===== src/rtl/cond_branch_decoder_pkg.sv =====
// Shared types for the conditional-branch decoder: branch codes, FSM states
// and the mapping from the producer's {out1,out0} pair to a branch code.
package cond_branch_pkg;

   typedef enum logic [1:0] {
      BR_IF    = 2'd0,
      BR_ELSIF = 2'd1,
      BR_ELSE  = 2'd2,
      BR_INIT  = 2'd3
   } branch_e;

   typedef enum logic [1:0] {
      IDLE   = 2'd0,
      SETTLE = 2'd1,
      EMIT   = 2'd2,
      DRAIN  = 2'd3
   } state_e;

   function automatic branch_e decode_pair(input logic [1:0] pair);
      branch_e br;
      case (pair)
         2'b01:   br = BR_IF;
         2'b10:   br = BR_ELSIF;
         2'b00:   br = BR_ELSE;
         default: br = BR_INIT;
      endcase
      return br;
   endfunction

endpackage


===== src/rtl/cond_branch_decoder_sat_counter.sv =====
// Saturating up-counter with synchronous clear; clear beats increment.
module cond_sat_counter #(
   parameter int CNT_W = 8
) (
   input  logic             clk,
   input  logic             rst,
   input  logic             inc,
   input  logic             clr,
   output logic [CNT_W-1:0] q
);

   localparam logic [CNT_W-1:0] CNT_MAX = {CNT_W{1'b1}};

   logic [CNT_W-1:0] cnt_q;
   logic [CNT_W-1:0] cnt_d;

   always_comb begin
      cnt_d = cnt_q;
      if (clr)
         cnt_d = '0;
      else if (inc && (cnt_q != CNT_MAX))
         cnt_d = cnt_q + CNT_W'(1);
   end

   always_ff @(posedge clk) begin
      if (rst)
         cnt_q <= '0;
      else
         cnt_q <= cnt_d;
   end

   assign q = cnt_q;

endmodule


===== src/rtl/cond_branch_decoder.sv =====
// Debounces the {in1,in0} pair, decodes the branch that produced it and hands
// the code to the monitor over valid/ready, keeping per-branch hit counts.
module cond_branch_decoder
   import cond_branch_pkg::*;
#(
   parameter int STABLE_CYCLES = 3,
   parameter int CNT_W         = 8
) (
   input  logic             clk,
   input  logic             rst,
   input  logic             in0,
   input  logic             in1,
   input  logic             in_valid,
   output logic             out_valid,
   input  logic             out_ready,
   output logic [1:0]       branch_id,
   output logic             busy,
   input  logic             clr_cnt,
   output logic [CNT_W-1:0] cnt_if,
   output logic [CNT_W-1:0] cnt_elsif,
   output logic [CNT_W-1:0] cnt_else,
   output logic [CNT_W-1:0] cnt_init,
   output logic [CNT_W-1:0] cnt_glitch
);

   localparam int             SC_W      = $clog2(STABLE_CYCLES + 1);
   localparam logic [SC_W-1:0] SC_TARGET = SC_W'(STABLE_CYCLES);

   state_e          state_q;
   logic [1:0]      sample_q;
   logic [SC_W-1:0] stable_cnt_q;
   logic            out_valid_q;
   branch_e         branch_id_q;
   logic            busy_q;

   logic [1:0]       pair;
   logic             handshake;
   logic             glitch;
   logic [4:0]       inc_vec;
   logic [CNT_W-1:0] cnt_arr [5];

   assign pair      = {in1, in0};
   assign handshake = (state_q == EMIT) && out_valid_q && out_ready;
   assign glitch    = (state_q == SETTLE) && in_valid && (pair != sample_q);

   always_ff @(posedge clk) begin
      if (rst) begin
         state_q      <= IDLE;
         sample_q     <= '0;
         stable_cnt_q <= '0;
         out_valid_q  <= 1'b0;
         branch_id_q  <= BR_IF;
         busy_q       <= 1'b0;
      end else begin
         case (state_q)
            IDLE: begin
               if (in_valid) begin
                  sample_q     <= pair;
                  stable_cnt_q <= SC_W'(1);
                  busy_q       <= 1'b1;
                  // A single required sample means the first capture is already stable.
                  if (STABLE_CYCLES == 1) begin
                     state_q     <= EMIT;
                     out_valid_q <= 1'b1;
                     branch_id_q <= decode_pair(pair);
                  end else begin
                     state_q <= SETTLE;
                  end
               end
            end
            SETTLE: begin
               if (!in_valid) begin
                  state_q <= IDLE;
                  busy_q  <= 1'b0;
               end else if (pair != sample_q) begin
                  sample_q     <= pair;
                  stable_cnt_q <= SC_W'(1);
               end else if ((stable_cnt_q + SC_W'(1)) == SC_TARGET) begin
                  stable_cnt_q <= SC_TARGET;
                  state_q      <= EMIT;
                  out_valid_q  <= 1'b1;
                  branch_id_q  <= decode_pair(sample_q);
               end else begin
                  stable_cnt_q <= stable_cnt_q + SC_W'(1);
               end
            end
            EMIT: begin
               if (out_ready) begin
                  out_valid_q <= 1'b0;
                  state_q     <= DRAIN;
               end
            end
            DRAIN: begin
               if (!in_valid) begin
                  state_q <= IDLE;
                  busy_q  <= 1'b0;
               end
            end
            default: begin
               state_q     <= IDLE;
               out_valid_q <= 1'b0;
               busy_q      <= 1'b0;
            end
         endcase
      end
   end

   // Slots 0..3 follow the branch code; slot 4 counts settle-time reloads.
   genvar gi;
   generate
      for (gi = 0; gi < 4; gi++) begin : g_hit_inc
         assign inc_vec[gi] = handshake && (branch_id_q == branch_e'(gi));
      end
   endgenerate
   assign inc_vec[4] = glitch;

   generate
      for (gi = 0; gi < 5; gi++) begin : g_cnt
         cond_sat_counter #(.CNT_W(CNT_W)) u_cnt (
            .clk (clk),
            .rst (rst),
            .inc (inc_vec[gi]),
            .clr (clr_cnt),
            .q   (cnt_arr[gi])
         );
      end
   endgenerate

   assign out_valid  = out_valid_q;
   assign branch_id  = branch_id_q;
   assign busy       = busy_q;
   assign cnt_if     = cnt_arr[0];
   assign cnt_elsif  = cnt_arr[1];
   assign cnt_else   = cnt_arr[2];
   assign cnt_init   = cnt_arr[3];
   assign cnt_glitch = cnt_arr[4];

endmodule

===== config.mk =====
export PLATFORM = sky130hd
export DESIGN_NAME = cond_branch_decoder
export DESIGN_NICKNAME = d
export VERILOG_FILES = /design/src/rtl/cond_branch_decoder_pkg.sv /design/src/rtl/cond_branch_decoder_sat_counter.sv /design/src/rtl/cond_branch_decoder.sv
export SDC_FILE = /design/constraint.sdc
export NUM_CORES = 1
export LEC_CHECK = 0
export ABC_AREA = 1
export ABC_CLOCK_PERIOD_IN_PS = 1220
export CAP_MARGIN = 20
export CORE_ASPECT_RATIO = 0.7
export CORE_MARGIN = 2
export CORE_UTILIZATION = 48
export CTS_CLUSTER_DIAMETER = 200
export DETAILED_ROUTE_END_ITERATION = 8
export GPL_TIMING_DRIVEN = 0
export PLACE_DENSITY_LB_ADDON = 0.1
export SYNTH_ARGS = -nofsm -noshare
export SYNTH_HDL_FRONTEND = slang
export SYNTH_SLANG_ARGS = --single-unit

===== constraint.sdc =====
create_clock -name clk -period 1.22 [get_ports clk]
set_input_delay 0.366 -clock clk [delete_from_list [all_inputs] [get_ports clk]]
set_output_delay 0.366 -clock clk [all_outputs]
set_load 0.05 [all_outputs]

==> reports/metrics.csv, run 1 <==
stage,metric,value,unit
status,outcome,"complete, but fails checks",
status,failing checks,setup timing,
worst_setup_path,WP data required,1.47,ns
routing,Detailed Routing Iterations Pass 1,4,
worst_setup_path,critical path's slowest cell,dfxtp_4,
logic_synthesis,mean area per synthesized cell,6.59,um2
worst_setup_path,Critical Path End,g_cnt[0].u_cnt.q[7]$_SDFFE_PP0P_,
timing,final worst path period share,110,%
worst_setup_path,Worst path depth,7,
routing,routed len/inst,14.7,um
worst_setup_path,worst reg2reg path startpoint,g_cnt[0].u_cnt.q[0]$_SDFFE_PP0P_,
clock_tree,cell chosen for the clock root,clkbuf_8,
placement,Placed Instance Area,3780,um2
logic_synthesis,"Seq/Total Area, Yosys",34.1,%
timing,Slew Limit Fails,0,
routing,post-detailed-route count of antenna-violating nets,0,
logic_synthesis,Syn. warnings,0,
worst_setup_path,WP buf/inv,2,
power,Peak VDD IR,0.381,mV
cells_and_area,Area Overhead vs Synth,64.0,%
cells_and_area,final std cells w/o fill,632,
global_routing,vias in the first global route,2912,
routing,1st-iter DRT viols,147,
placement,dpl hpwl,5.06,mm
cells_and_area,"most common cell after layout, fill and taps aside",nand2_1,
worst_setup_path,critical setup path kind,register to register,
logic_synthesis,"area leader, netlist",dfxtp_1,
floorplan,overall die height,69.5,um
logic_synthesis,Gate Count Post-Synth,446,
logic_synthesis,synth top area cells,"dfxtp_1, nand2_1, inv_1",
worst_setup_path,Worst R2R Path Depth,7,
logic_synthesis,Synth top area share,34.1,%
timing,final setup TNS,-1.96,ns
timing,Max Freq,745,MHz
routing,# DRC,0,
placement,global placer's final weighted congestion,0.841,
routing,via density per instance,5.30,
routing,final WL,9.30,mm
logic_synthesis,flop and latch count out of synthesis,50,
timing,Final WS setup,-0.122,ns
cells_and_area,layout cells sized above 1,46.7,%
timing,"Hold Vio Cnt, Final",0,
worst_setup_path,Worst Setup SP,g_cnt[0].u_cnt.q[0]$_SDFFE_PP0P_,
clock_tree,H-tree Lvls,2,
floorplan,die area,6770,um2
timing,Slew @ Worst Pin,0.421,ns
timing,Relative slew margins,71.6,%
power,leakage power,0.00201,uW
clock_tree,clock slew at reported path FFs,0.10,ns
floorplan,IO Count,51,
timing,endpoints failing setup,45,
cells_and_area,Register Area,1170,um2
worst_setup_path,WP data arrival,1.59,ns
cells_and_area,fin area,4820,um2
min_path,HP Start,in1,
clock_tree,Inserted Clock Buffers,5,
clock_tree,CTS tree,done,
worst_setup_path,Worst Path Max Fanout,4,
timing,RSZ-0062 raised after global routing,true,
worst_setup_path,Top delay family on crit path,simple AND/OR/NAND/NOR gates,
cells_and_area,Filler Cell Count,352,
worst_setup_path,Critical Path Sink Type,register,
global_routing,grt ovf,0,
placement,port buffer count,50,
floorplan,core area,5810,um2
timing,minimum clock period,1.34,ns
cells_and_area,Nets,572,
cells_and_area,final core area utilization,82.9,%
placement,Cells after DPL,571,
logic_synthesis,Post-Syn Area,2940,um2
global_routing,first-pass GRT wire length,13.1,mm
logic_synthesis,Yosys cell types,26,
worst_setup_path,startpoint class of the critical path,register,
floorplan,Die Wd,97.5,um
routing,DR vias,3348,
worst_setup_path,CP max stage delay,0.39,ns
clock_tree,Worst-Skew Late Latency,0.31,ns
worst_setup_path,r2r setup slk,-0.12,ns
cells_and_area,"commonest cells after routing, fill and taps aside","nand2_1, buf_4, nor2_1, dfxtp_4, inv_1",
floorplan,cell row count,23,
power,Tot Pwr,2970,uW
clock_tree,Clock Tree Buf Depth,2,
worst_setup_path,worst path cell trace,"buf_4, inv_1, nor2_2, nand3b_1, nand2_1, nand2_4, a21oi_2",
power,pwr/cell area,616,nW/um2
worst_setup_path,Reg2Reg Capture Point,g_cnt[0].u_cnt.q[7]$_SDFFE_PP0P_,
min_path,Worst Hold Class,input port to register,
floorplan,Initial Util,50.5,%
global_routing,antenna violations before repair,0,
cells_and_area,Multi-input gate area,2040,um2
global_routing,All-Layer GR Usage,22.8,%
logic_synthesis,syn nets,462,
timing,clk_skew,0.00437,ns
clock_tree,Clock Sinks,50,
global_routing,largest net degree at the start of global routing,16,
flow_run,Max-Cap Viols,0,
cells_and_area,diodes inserted,0,
repair_timing:
item,in CTS,in global routing
hold buffers,0,0
cloned,1,0
pin swaps,23,33
resized for setup,378,73
endpoints found under the hold margin,0,0
endpoints found under the setup margin,91,88
buffers inserted,27,25
where the power goes:
group          internal, uW  leakage (uW)  switching (uW)  total (uW)
clock network           531     0.0000496             586        1120
logic                   108       0.00152             178         287
registers              1550      0.000441            15.1        1560
total                  2190       0.00201             779        2970
how the worst min path moves through the flow:
stage	endpoint	slack (ns)	depth (start not counted)
after floorplan	out_valid$_SDFFE_PP0P_	0.43	1
after global placement	busy$_SDFFE_PP0P_	0.47	2
after detailed placement	busy$_SDFFE_PP0P_	0.47	2
after CTS	sample_q[1]$_SDFFE_PP0P_	0.49	3
after global routing	busy$_SDFFE_PP0P_	0.50	2
final	sample_q[1]$_SDFFE_PP0P_	0.49	3
per-stage QoR:
stage / setup WS [ns] / hold WS, ns
global placement: -0.857 / 0.467
finish: -0.122 / 0.488
detailed placement: -0.876 / 0.473
global route: -0.178 / 0.503
floorplan: -0.0795 / 0.425
CTS: -0.0825 / 0.493
synth_stat cells:
cell and n:
nand2_1 143, inv_1 52, dfxtp_1 50, nor2_1 50, nand3_1 34, a21oi_1 30
ha_1 9, nand2_2 9, nand4_1 8, xor2_1 7, nand3b_1 6, nor2_4 6
o21ai_0 5, o21ai_1 5, a21oi_2 4, clkinv_4 4, inv_2 4, nand2_4 4
nand3_2 3, nor2_2 3, nor3_1 3, clkbuf_1 2, xnor2_1 2, buf_1 1
nand4_4 1, nor3_2 1
final cells by class:
cell class | count | area share (%)
buffer | 3 | 0.468
clock buffer | 7 | 2.03
clock inverter | 1 | 0.156
inverter | 60 | 5.19
multi-input combinational | 334 | 42.3
sequential | 50 | 24.4
tap | 75 | 1.95
timing repair buffer | 102 | 23.6
cell families after synthesis:
group	after synthesis	synth area share, %
AO/OA/AOI/OAI	44	8.01
XOR/XNOR	9	2.68
adder cells (fa/ha/maj)	9	3.83
buffers and inverters	63	8.73
flip-flops	50	34.1
AND/OR/NAND/NOR	271	42.7
layer usage:
| metal | part of all wire, % | vias up | wire length (um) | GRT usage (%) |
|---|---|---|---|---|
| li1 | - | 1628 | - | - |
| met1 | 43 | 1585 | 3970 | 31.6 |
| met2 | 50 | 123 | 4670 | 37.5 |
| met3 | 6.0 | 12 | 556 | 3.83 |
| met4 | 1.0 | 0 | 95 | 5.25 |
| met5 | 0 | - | 0 | 0 |
state kept, by name (all words and copies together) (netlist names), named ones only:
signal and count:
branch_id 2, g_cnt.u_cnt.q 40, out_valid 1, state_q 1, sample_q 2, busy 1, stable_cnt_q 2
worst min-delay path: stages:
cell and delay (ns):
dlygate4sd2_1 0.26, nand3_1 0.08, a21oi_1 0.06
Note: power is estimated with default switching activity, not from simulation.
==> run 2, diff against run 1 <==
- SYNTH_HIERARCHICAL: unset -> 1
==> run 2 against run 1 <==
The flow still finishes with violations (setup timing); wire length decreased by 3.0%; register-to-register slack got worse by 0.28 ns; largest power group unchanged; combinational power increased by 54%; critical path type unchanged; area after synthesis decreased by 1.1%; worst setup slack got worse by 0.28 ns; utilization increased by 0.54 points; first-iteration DRC count increased by 2.0%; sequential cell count unchanged; hold slack got worse by 0.068 ns; sequential power increased by 3%; fmax decreased by 17%; sequential share of layout area decreased by 0.090 points.
==> reports/metrics.csv, run 2 <==
stage,metric,value,unit,change
global_routing,first-pass GRT wire length,13.1,mm,about the same
timing,Slew Limit Fails,0,,unchanged
cells_and_area,max FFs per register,40,,unchanged
worst_setup_path,critical setup path kind,register to register,,unchanged
worst_setup_path,WP data arrival,1.82,ns,was 1.59 ns
timing,Final WS setup,-0.399,ns,was -0.122 ns
status,outcome,"complete, but fails checks",,unchanged
timing,final worst path period share,133,%,was 110%
worst_setup_path,Critical Path Sink Type,register,,unchanged
cells_and_area,diodes inserted,0,,unchanged
worst_setup_path,WP data required,1.42,ns,was 1.47 ns
min_path,HP Start,rst,,was in1
routing,DR vias,3347,,was 3348
floorplan,Die Wd,97.0,um,was 97.5 um
cells_and_area,Area Overhead vs Synth,66.1,%,was 64.0%
cells_and_area,Nets,582,,was 572
cells_and_area,"most common cell after layout, fill and taps aside",nand2_1,,unchanged
placement,port buffer count,50,,unchanged
timing,RSZ-0062 raised after global routing,true,,unchanged
routing,# DRC,0,,unchanged
worst_setup_path,startpoint class of the critical path,register,,unchanged
clock_tree,Inserted Clock Buffers,5,,unchanged
logic_synthesis,flop and latch count out of synthesis,50,,unchanged
timing,Max Freq,618,MHz,was 745 MHz
clock_tree,H-tree Lvls,2,,unchanged
clock_tree,Worst-Skew Late Latency,0.31,ns,about the same
clock_tree,CTS tree,done,,unchanged
floorplan,Initial Util,50.2,%,was 50.5%
routing,post-detailed-route count of antenna-violating nets,0,,unchanged
routing,via density per instance,5.21,,was 5.30
global_routing,grt ovf,0,,unchanged
timing,"Hold Vio Cnt, Final",0,,unchanged
logic_synthesis,Gate Count Post-Synth,460,,was 446
timing,Relative slew margins,71.7,%,was 71.6%
cells_and_area,fin area,4820,um2,about the same
clock_tree,Clock Tree Buf Depth,2,,unchanged
flow_run,Max-Cap Viols,0,,unchanged
worst_setup_path,Worst Path Max Fanout,10,,was 4
routing,1st-iter DRT viols,150,,was 147
power,leakage power,0.00197,uW,was 0.00201 uW
logic_synthesis,Yosys cell types,20,,was 26
cells_and_area,layout cells sized above 1,46.0,%,was 46.7%
logic_synthesis,Post-synth EDFFs,0,,unchanged
floorplan,IO Count,51,,unchanged
logic_synthesis,Post-Syn Area,2910,um2,was 2940 um2
floorplan,die area,6700,um2,was 6770 um2
global_routing,antenna violations before repair,0,,unchanged
power,Peak VDD IR,0.559,mV,was 0.381 mV
routing,routed len/inst,14.0,um,was 14.7 um
cells_and_area,Multi-input gate area,2010,um2,was 2040 um2
logic_synthesis,syn nets,476,,was 462
clock_tree,cell chosen for the clock root,clkbuf_8,,unchanged
logic_synthesis,ys async rst share,0,%,unchanged
floorplan,overall die height,69.1,um,was 69.5 um
logic_synthesis,Synth Flop Type,dfxtp_1,,unchanged
global_routing,All-Layer GR Usage,23.1,%,was 22.8%
status,failing checks,setup timing,,unchanged
clock_tree,clock slew at reported path FFs,0.09,ns,was 0.10 ns
placement,Placed Instance Area,3780,um2,about the same
cells_and_area,Filler Cell Count,330,,was 352
timing,minimum clock period,1.62,ns,was 1.34 ns
clock_tree,Clock Sinks,50,,unchanged
timing,Slew @ Worst Pin,0.424,ns,was 0.421 ns
power,Tot Pwr,3240,uW,was 2970 uW
placement,dpl hpwl,4.92,mm,was 5.06 mm
placement,Place WS,-0.661,ns,was -0.876 ns
cells_and_area,"commonest cells after routing, fill and taps aside","nand2_1, nor2_1, buf_8",,"was nand2_1, buf_4, nor2_1, dfxtp_4, inv_1"
min_path,Worst Hold Class,input port to register,,unchanged
logic_synthesis,"Seq/Total Area, Yosys",34.5,%,was 34.1%
logic_synthesis,Post-synth top cells,"nand2_1, nor2_1, inv_1, dfxtp_1, nand3_1",,"was nand2_1, inv_1, dfxtp_1, nor2_1, nand3_1"
routing,final WL,9.02,mm,was 9.30 mm
logic_synthesis,synth top area cells,"dfxtp_1, nand2_1, nor2_1",,"was dfxtp_1, nand2_1, inv_1"
cells_and_area,Register Area,1170,um2,about the same
logic_synthesis,Synth top area share,34.5,%,was 34.1%
routing,Detailed Routing Iterations Pass 1,5,,was 4
logic_synthesis,mean area per synthesized cell,6.32,um2,was 6.59 um2
timing,endpoints failing setup,55,,was 45
global_routing,largest net degree at the start of global routing,16,,unchanged
logic_synthesis,"area leader, netlist",dfxtp_1,,unchanged
global_routing,vias in the first global route,2907,,was 2912
floorplan,core area,5780,um2,was 5810 um2
clock_tree,hold-fix buffers at CTS,0,,unchanged
power,pwr/cell area,672,nW/um2,was 616 nW/um2
timing,clk_skew,0.0124,ns,was 0.00437 ns
placement,global placer's final weighted congestion,0.812,,was 0.841
timing,Min Hold Slack,0.420,ns,was 0.488 ns
logic_synthesis,most frequent cell after synthesis,nand2_1,,unchanged
floorplan,cell row count,23,,unchanged
logic_synthesis,Syn. warnings,6,,was 0
==> run 2: worst max-delay path, cell delays in order (launching register included) <==
cell	delay, ns
dfxtp_2	0.36
inv_2	0.06
nor2_4	0.12
nand3_4	0.12
buf_6	0.15
nor3_4	0.19
clkbuf_8	0.23
nand2_2	0.07
nor2_1	0.15
nor2_1	0.08
==> run 2: logic make-up (layout without fill, tap and decap cells) <==
kind of cell               count (synthesis)  after routing  share of synthesized area [%]
DFF                                       50             50                           34.5
buffers and inverters                     71            178                           9.17
adders and majority gates                  9              9                           3.88
and+or+nand+nor                          280            280                           43.7
AOI/OAI and AO/OA                         50             50                           8.83
==> run 2: layout make-up <==
class	instances	area share [%]
sequential	50	24.3
timing repair buffer	99	22.8
clock inverter	3	0.830
multi-input combinational	339	41.8
tap	75	1.95
clock buffer	5	1.43
buffer	5	1.53
inverter	66	5.39
==> run 2: repair_timing <==
item,4_1_cts,5_1_grt
endpoints found under the setup margin,93,86
setup buffers,31,16
pin swaps,17,28
gates resized for setup,391,86
gates cloned,2,0
==> run 2: power breakdown <==
part | internal [uW] | switching, uW | total, uW
clock network | 605 | 595 | 1200
registers | 1570 | 30.8 | 1600
logic | 178 | 263 | 442
==> run 2: layer usage <==
layer  vias up  wire (um)  track usage [%]  share of wire, %
met5         -          0                0                 0
met4         0        128             5.63               1.4
met3        14        486             4.26               5.4
met2       104       4470             38.3                50
met1      1552       3930             31.4                44
li1       1677          -                -                 -
==> run 2: final timing paths <==
path | to | slack (ns) | cells past startpoint
max | g_cnt[2].u_cnt/q[5]$_SDFFE_PP0P_ | -0.40 | 9
min | register | 0.42 | 2
max reg2reg | g_cnt[2].u_cnt/q[5]$_SDFFE_PP0P_ | -0.40 | 9
min reg2reg | g_cnt[4].u_cnt/q[6]$_SDFFE_PP0P_ | 0.50 | 2
==> run 2: per-stage QoR <==
step,TNS (ns),util [%],instances
after global placement,-40.26,65.4,585
after detailed placement,-41.24,65.4,585
final,-10.70,83.4,642
after floorplan,-0.563,-,460
after CTS,-7.18,76.6,626
after global routing,-15.74,83.4,642
